### src/rtl/conv_pkg.sv
// Shared types and defaults for the convolution window generator.
// Window layout is row-major, top (oldest) line first.
package conv_pkg;

    localparam int COLOUR_DEPTH  = 8;
    localparam int KERNAL_WIDTH  = 3;
    localparam int KERNAL_HEIGHT = 3;
    localparam int WIN_SIZE      = KERNAL_WIDTH * KERNAL_HEIGHT;

    typedef logic [COLOUR_DEPTH-1:0] pixel_t;
    typedef pixel_t win_t [WIN_SIZE];

    function automatic int win_idx(input int r, input int c);
        return r * KERNAL_WIDTH + c;
    endfunction

endpackage

### src/rtl/conv_line_buf.sv
// One image line of delay: combinational read of the old value and
// a registered write of the new value at the same address.
module conv_line_buf #(
    parameter int DEPTH = 64,
    parameter int WIDTH = 8,
    parameter int AW    = 6
) (
    input  logic             clk,
    input  logic             we,
    input  logic [AW-1:0]    addr,
    input  logic [WIDTH-1:0] wdata,
    output logic [WIDTH-1:0] rdata
);

    logic [WIDTH-1:0] mem [DEPTH];

    assign rdata = mem[addr];

    // Contents are never reset; rows above the window are always
    // rewritten before they can reach an emitted window.
    always_ff @(posedge clk) begin
        if (we) begin
            mem[addr] <= wdata;
        end
    end

endmodule

### src/rtl/conv_window_gen.sv
// Raster pixel stream to KERNAL_WIDTH x KERNAL_HEIGHT interior windows,
// one window per accepted pixel once the window is fully inside the image.
module conv_window_gen #(
    parameter int KERNAL_WIDTH  = conv_pkg::KERNAL_WIDTH,
    parameter int KERNAL_HEIGHT = conv_pkg::KERNAL_HEIGHT,
    parameter int COLOUR_DEPTH  = conv_pkg::COLOUR_DEPTH,
    parameter int IMG_WIDTH     = 64,
    parameter int IMG_HEIGHT    = 64
) (
    input  logic                    clk,
    input  logic                    reset,
    input  logic [COLOUR_DEPTH-1:0] pix_data,
    input  logic                    pix_valid,
    input  logic                    pix_sof,
    output logic                    pix_ready,
    output logic [COLOUR_DEPTH-1:0] win_data [KERNAL_WIDTH*KERNAL_HEIGHT],
    output logic                    win_valid,
    output logic                    win_last,
    input  logic                    win_ready
);

    import conv_pkg::*;

    localparam int CW = (IMG_WIDTH  > 1) ? $clog2(IMG_WIDTH)  : 1;
    localparam int RW = (IMG_HEIGHT > 1) ? $clog2(IMG_HEIGHT) : 1;
    localparam int LB = KERNAL_HEIGHT - 1;

    localparam logic [CW-1:0] COL_LAST = CW'(IMG_WIDTH - 1);
    localparam logic [CW-1:0] COL_EMIT = CW'(KERNAL_WIDTH - 1);
    localparam logic [RW-1:0] ROW_LAST = RW'(IMG_HEIGHT - 1);
    localparam logic [RW-1:0] ROW_EMIT = RW'(KERNAL_HEIGHT - 1);

    typedef logic [COLOUR_DEPTH-1:0] pix_t;

    logic [CW-1:0] col;
    logic [CW-1:0] cur_col;
    logic [RW-1:0] row;
    logic [RW-1:0] cur_row;
    logic          accept;
    logic          emit;
    logic          frame_end;

    pix_t lb_rd   [LB];
    pix_t lb_wr   [LB];
    pix_t new_col [KERNAL_HEIGHT];
    pix_t win_reg [KERNAL_HEIGHT][KERNAL_WIDTH];

    assign pix_ready = !win_valid || win_ready;
    assign accept    = pix_valid && pix_ready;

    // pix_sof forces (0,0) so a resync takes effect on this very pixel
    assign cur_col   = pix_sof ? '0 : col;
    assign cur_row   = pix_sof ? '0 : row;

    assign emit      = accept
                    && (cur_row >= ROW_EMIT)
                    && (cur_col >= COL_EMIT);
    assign frame_end = (cur_row == ROW_LAST) && (cur_col == COL_LAST);

    for (genvar k = 0; k < LB; k++) begin : g_lb
        if (k == 0) begin : g_head
            assign lb_wr[k] = pix_data;
        end else begin : g_chain
            assign lb_wr[k] = lb_rd[k-1];
        end

        conv_line_buf #(
            .DEPTH (IMG_WIDTH),
            .WIDTH (COLOUR_DEPTH),
            .AW    (CW)
        ) u_lb (
            .clk   (clk),
            .we    (accept),
            .addr  (cur_col),
            .wdata (lb_wr[k]),
            .rdata (lb_rd[k])
        );
    end

    for (genvar r = 0; r < KERNAL_HEIGHT; r++) begin : g_col
        if (r == KERNAL_HEIGHT - 1) begin : g_bot
            assign new_col[r] = pix_data;
        end else begin : g_old
            assign new_col[r] = lb_rd[KERNAL_HEIGHT-2-r];
        end
    end

    for (genvar r = 0; r < KERNAL_HEIGHT; r++) begin : g_out_r
        for (genvar c = 0; c < KERNAL_WIDTH; c++) begin : g_out_c
            assign win_data[r*KERNAL_WIDTH+c] = win_reg[r][c];
        end
    end

    always_ff @(posedge clk or negedge reset) begin
        if (!reset) begin
            col       <= '0;
            row       <= '0;
            win_valid <= 1'b0;
            win_last  <= 1'b0;
            for (int r = 0; r < KERNAL_HEIGHT; r++) begin
                for (int c = 0; c < KERNAL_WIDTH; c++) begin
                    win_reg[r][c] <= '0;
                end
            end
        end else begin
            if (accept) begin
                if (cur_col == COL_LAST) begin
                    col <= '0;
                    row <= (cur_row == ROW_LAST) ? '0 : cur_row + 1'b1;
                end else begin
                    col <= cur_col + 1'b1;
                    row <= cur_row;
                end
                for (int r = 0; r < KERNAL_HEIGHT; r++) begin
                    for (int c = 0; c < KERNAL_WIDTH - 1; c++) begin
                        win_reg[r][c] <= win_reg[r][c+1];
                    end
                    win_reg[r][KERNAL_WIDTH-1] <= new_col[r];
                end
            end

            if (emit) begin
                win_valid <= 1'b1;
                win_last  <= frame_end;
            end else if (win_ready) begin
                win_valid <= 1'b0;
                win_last  <= 1'b0;
            end
        end
    end

endmodule

### config.mk
export PLATFORM = sky130hd
export DESIGN_NAME = conv_window_gen
export DESIGN_NICKNAME = d
export VERILOG_FILES = /design/src/rtl/conv_pkg.sv /design/src/rtl/conv_line_buf.sv /design/src/rtl/conv_window_gen.sv
export SDC_FILE = /design/constraint.sdc
export NUM_CORES = 1
export LEC_CHECK = 0
export CAP_MARGIN = 10
export CORE_MARGIN = 3
export CORE_UTILIZATION = 45
export DETAILED_ROUTE_END_ITERATION = 6
export PLACE_DENSITY = 0.64
export SYNTH_ARGS = -nofsm -noshare
export SYNTH_HDL_FRONTEND = slang
export SYNTH_SLANG_ARGS = --single-unit
### constraint.sdc
create_clock -name clk -period 5.4 [get_ports clk]
set_input_delay 0.81 -clock clk [delete_from_list [all_inputs] [get_ports clk]]
set_output_delay 0.81 -clock clk [all_outputs]
set_load 0.05 [all_outputs]
==> results by group <==
Status
  • Status: finished with violations
  • Violated checks: DRC

Synthesis
  • Distinct cell type count after synthesis: 80
  • Largest family of logic cells by synthesized area: compound AO/OA/AOI/OAI gates
  • Post-Synth Simple-Gate Area: 6.09%
  • Post-synthesis adder-cell area fraction: 0.115%
  • Post-synthesis mux area share: 7.04%
  • EDFF count, synth: 1024
  • Count of state elements after synthesis: 1110
  • Avg Inst Size Synth: 16.2 um^2
  • Async S/R FF share, synth: 7.75%
  • XOR/XNOR Fraction of Synth Area: 0%
  • Sequential area share after synthesis: 75.3%
  • Mapped Nets: 2713
  • Synthesized area: 43700 um^2
  • Main synth FF type: edfxtp_1
  • Gate Count Post-Synth: 2696
  • Area fraction in compound gates after synthesis: 9.18%
  • Syn. warnings: 0

STA
  • Setup TNS Final: 0 ns
  • Post-layout min period: 4.68 ns
  • Max-slew violations: 0
  • Final period util: 86.6%
  • RSZ-0062 raised after global routing: no
  • Slew margin rel.: 10.5%
  • Clock Skew: 0.0334 ns
  • Setup WS post-layout: 0.723 ns
  • F_max: 214 MHz
  • Actual slew at the worst max-slew pin: 1.34 ns
  • Final hold viol count: 0
  • Setup violators final: 0

Global routing
  • Met1 Usage GRT: 36.8%
  • Initial antenna violation count: 5
  • Vias in the first global route: 26254
  • Total track usage: 27.0%
  • Met2 global-route usage: 40.1%
  • Layer with the highest usage: met2
  • First-pass GRT wire length: 197000 um
  • Total gr overflow: 0
  • Global Route met3 Usage: 7.93%
  • Largest net degree at the start of global routing: 92

Worst setup path
  • CP top delay family: compound AO/OA/AOI/OAI gates
  • Critical path class: flip-flop to flip-flop
  • CP startpoint kind: flip-flop
  • Slowest cell on the critical path: a222oi_1
  • R2R Setup Slk: 0.72 ns
  • CP cell instances: or3b_2 -> buf_4 -> buf_4 -> o22ai_1 -> a221oi_1 -> o21ai_0 -> a222oi_1 -> a31oi_1
  • Max incr delay on CP: 1.12 ns
  • CP dominant cell by count: buf_4
  • Critical Path RT: 5.92 ns
  • CP Data Arrival Time: 5.20 ns
  • Crit-path max FO: 49
  • Critical Path Sink Type: flip-flop
  • Worst path bufs/invs: 2

Clocking
  • PostCTS Resize Cnt: 0
  • Clock Latency Late Sink: 0.72 ns
  • Post-CTS setup buffer count: 0
  • H-Tree Depth: 3
  • Clock buffer depth: 3
  • Clk slew on worst S/H paths: 0.06 ns
  • Root Buffer: clkbuf_16
  • Hold buffers post-CTS: 0
  • TritonCTS clock tree: built
  • CTS sink cnt: 1110
  • CTS Buf Count: 109

Floorplan
  • FP Rows: 113
  • Width of the die: 318 um
  • Initial cell density of the core: 45.7%
  • Die H: 318 um
  • Die ar.: 101000 um^2
  • CORE AREA: 95600 um^2
  • IO Pins: 88

Run
  • Maxcap violations: 0

Detailed routing
  • Pre-antenna DRT Iters: 7
  • Vias after detailed routing: 27372
  • Via density: 6.43
  • Drt first-iter violations: 4367
  • Routed WL per cell: 32.8 um
  • DRC violation count after routing: 1
  • Number of nets with antenna violations after routing: 0
  • Total Wirelength: 140000 um

Place
  • Port buffer count: 87
  • GPL Wtd Cong: 0.958
  • Post-Place Setup Slack: 0.739 ns
  • DPL Wire Length: 84900 um

Finish
  • Layout cells sized above 1: 16.1%
  • Final nets: 2915
  • Most frequent cells in the layout: edfxtp_1 (1024), nand2_1 (225), mux2i_1 (187), buf_4 (174), nor2_1 (139)
  • Commonest non-fill, non-tap cell in the layout: edfxtp_1
  • Area Overhead vs Synth: 15.4%

Pwr
  • Worst VDD drop: 0.293 mV
  • Switching power: 5940 uW
  • Sw frac: 27.9%
  • P per Cell Area: 423 nW/um^2
  • Comb pwr share: 16.1%
  • Leakage: 0.0170 uW
  • Sequential share of power: 47.4%
  • Clock Power Share: 36.5%
  • P_int: 15400 uW

Hold path
  • Hold WC Path Type: primary input to async pin
==> path summary, 6_finish.rpt <==
check,startpoint,end,cells after the start
setup / recovery,col[2],win_data[49],8
hold / removal,reset,win_data[61],1
max in group asynchronous,reset,col[1],2
hold reg to reg,win_data[42],win_data[42],2
min in group clk,win_data[42],win_data[42],2
setup reg to reg,col[2],win_data[49],8
==> routing by layer <==
layer / part of all wire [%] / routed length (um)
met5: 0.019 / 27
met3: 13 / 18100
met1: 37 / 52200
met4: 5.7 / 7960
met2: 44 / 61400
==> logic make-up (layout without fill, tap and decap cells) <==
logic type               count (synthesis)  after routing
flip-flops                            1110           1110
AO/OA/AOI/OAI                          561            561
AND/OR/NAND/NOR                        560            560
multiplexers                           275            275
buffers and inverters                  186            479
adder cells (fa/ha/maj)                  4              4
other                                    0              3
==> registers in the layout, indices dropped and copies added, names as in the netlist <==
name / flops
win_valid: 1
win_data: 72
g_lb.u_lb.mem: 1024
col: 6
win_last: 1
row: 6
==> through the flow <==
step | cell area [um^2] | util [%] | hold slack [ns] | power [uW] | instances
global route | 50400 | 52.7 | 0.108 | 21800 | 4254
floorplan | 43700 | - | 0.457 | 12100 | 2696
global placement | 46700 | 48.9 | 0.456 | 13500 | 4052
CTS | 50400 | 52.7 | 0.0772 | 21300 | 4254
detailed placement | 46700 | 48.9 | 0.462 | 13600 | 4052
finish | 50400 | 52.7 | 0.0795 | 21300 | 4257
==> synthesized netlist by cell type (7+ instances only) <==
cell type,count,share of area [%]
or3_1,7,0.10
a221o_1,13,0.30
nand2b_1,13,0.19
mux2_2,67,1.7
buf_6,13,0.34
buf_4,27,0.46
a2111oi_0,15,0.30
a22o_1,25,0.50
o2bb2ai_1,24,0.48
o31ai_1,7,0.12
dfrtp_1,86,4.9
a21oi_1,96,1.1
o22a_1,10,0.20
and3_1,9,0.13
edfxtp_1,1024,70
a32oi_1,16,0.32
buf_2,62,0.71
a222oi_1,17,0.39
a221oi_1,37,0.74
mux4_2,19,0.98
mux2i_1,187,4.3
a22oi_1,61,1.0
o22ai_1,67,0.96
o221ai_1,7,0.14
o21ai_0,80,0.92
nor2b_1,25,0.36
nand2_1,228,2.0
clkbuf_1,68,0.58
buf_1,7,0.060
nand3_1,28,0.32
nor2_1,140,1.2
and2_1,11,0.16
a31oi_1,19,0.27
inv_1,7,0.060
a211oi_1,11,0.19
nand3b_1,46,0.79
nor3_1,15,0.17
==> area by class of cell <==
| class | count | area [um^2] |
|---|---|---|
| diodes | 3 | 7.51 |
| clock buffers | 138 | 2970 |
| well taps | 1265 | 1580 |
| inverters | 8 | 30.0 |
| repair buffers | 269 | 2320 |
| flip-flops and latches | 1110 | 32900 |
| multi-input cells | 1400 | 9880 |
| clock inverters | 64 | 693 |
| fillers | 7691 | 45200 |
==> power groups by stage <==
stage                     Sequential, uW  Clock [uW]  Combinational, uW
after floorplan                    10500           0               1520
after global placement             10300           0               3290
after detailed placement           10300           0               3330
after CTS                          10100        7850               3340
after global routing               10100        8200               3510
final                              10100        7790               3430
(Power assumes the default switching activity.)
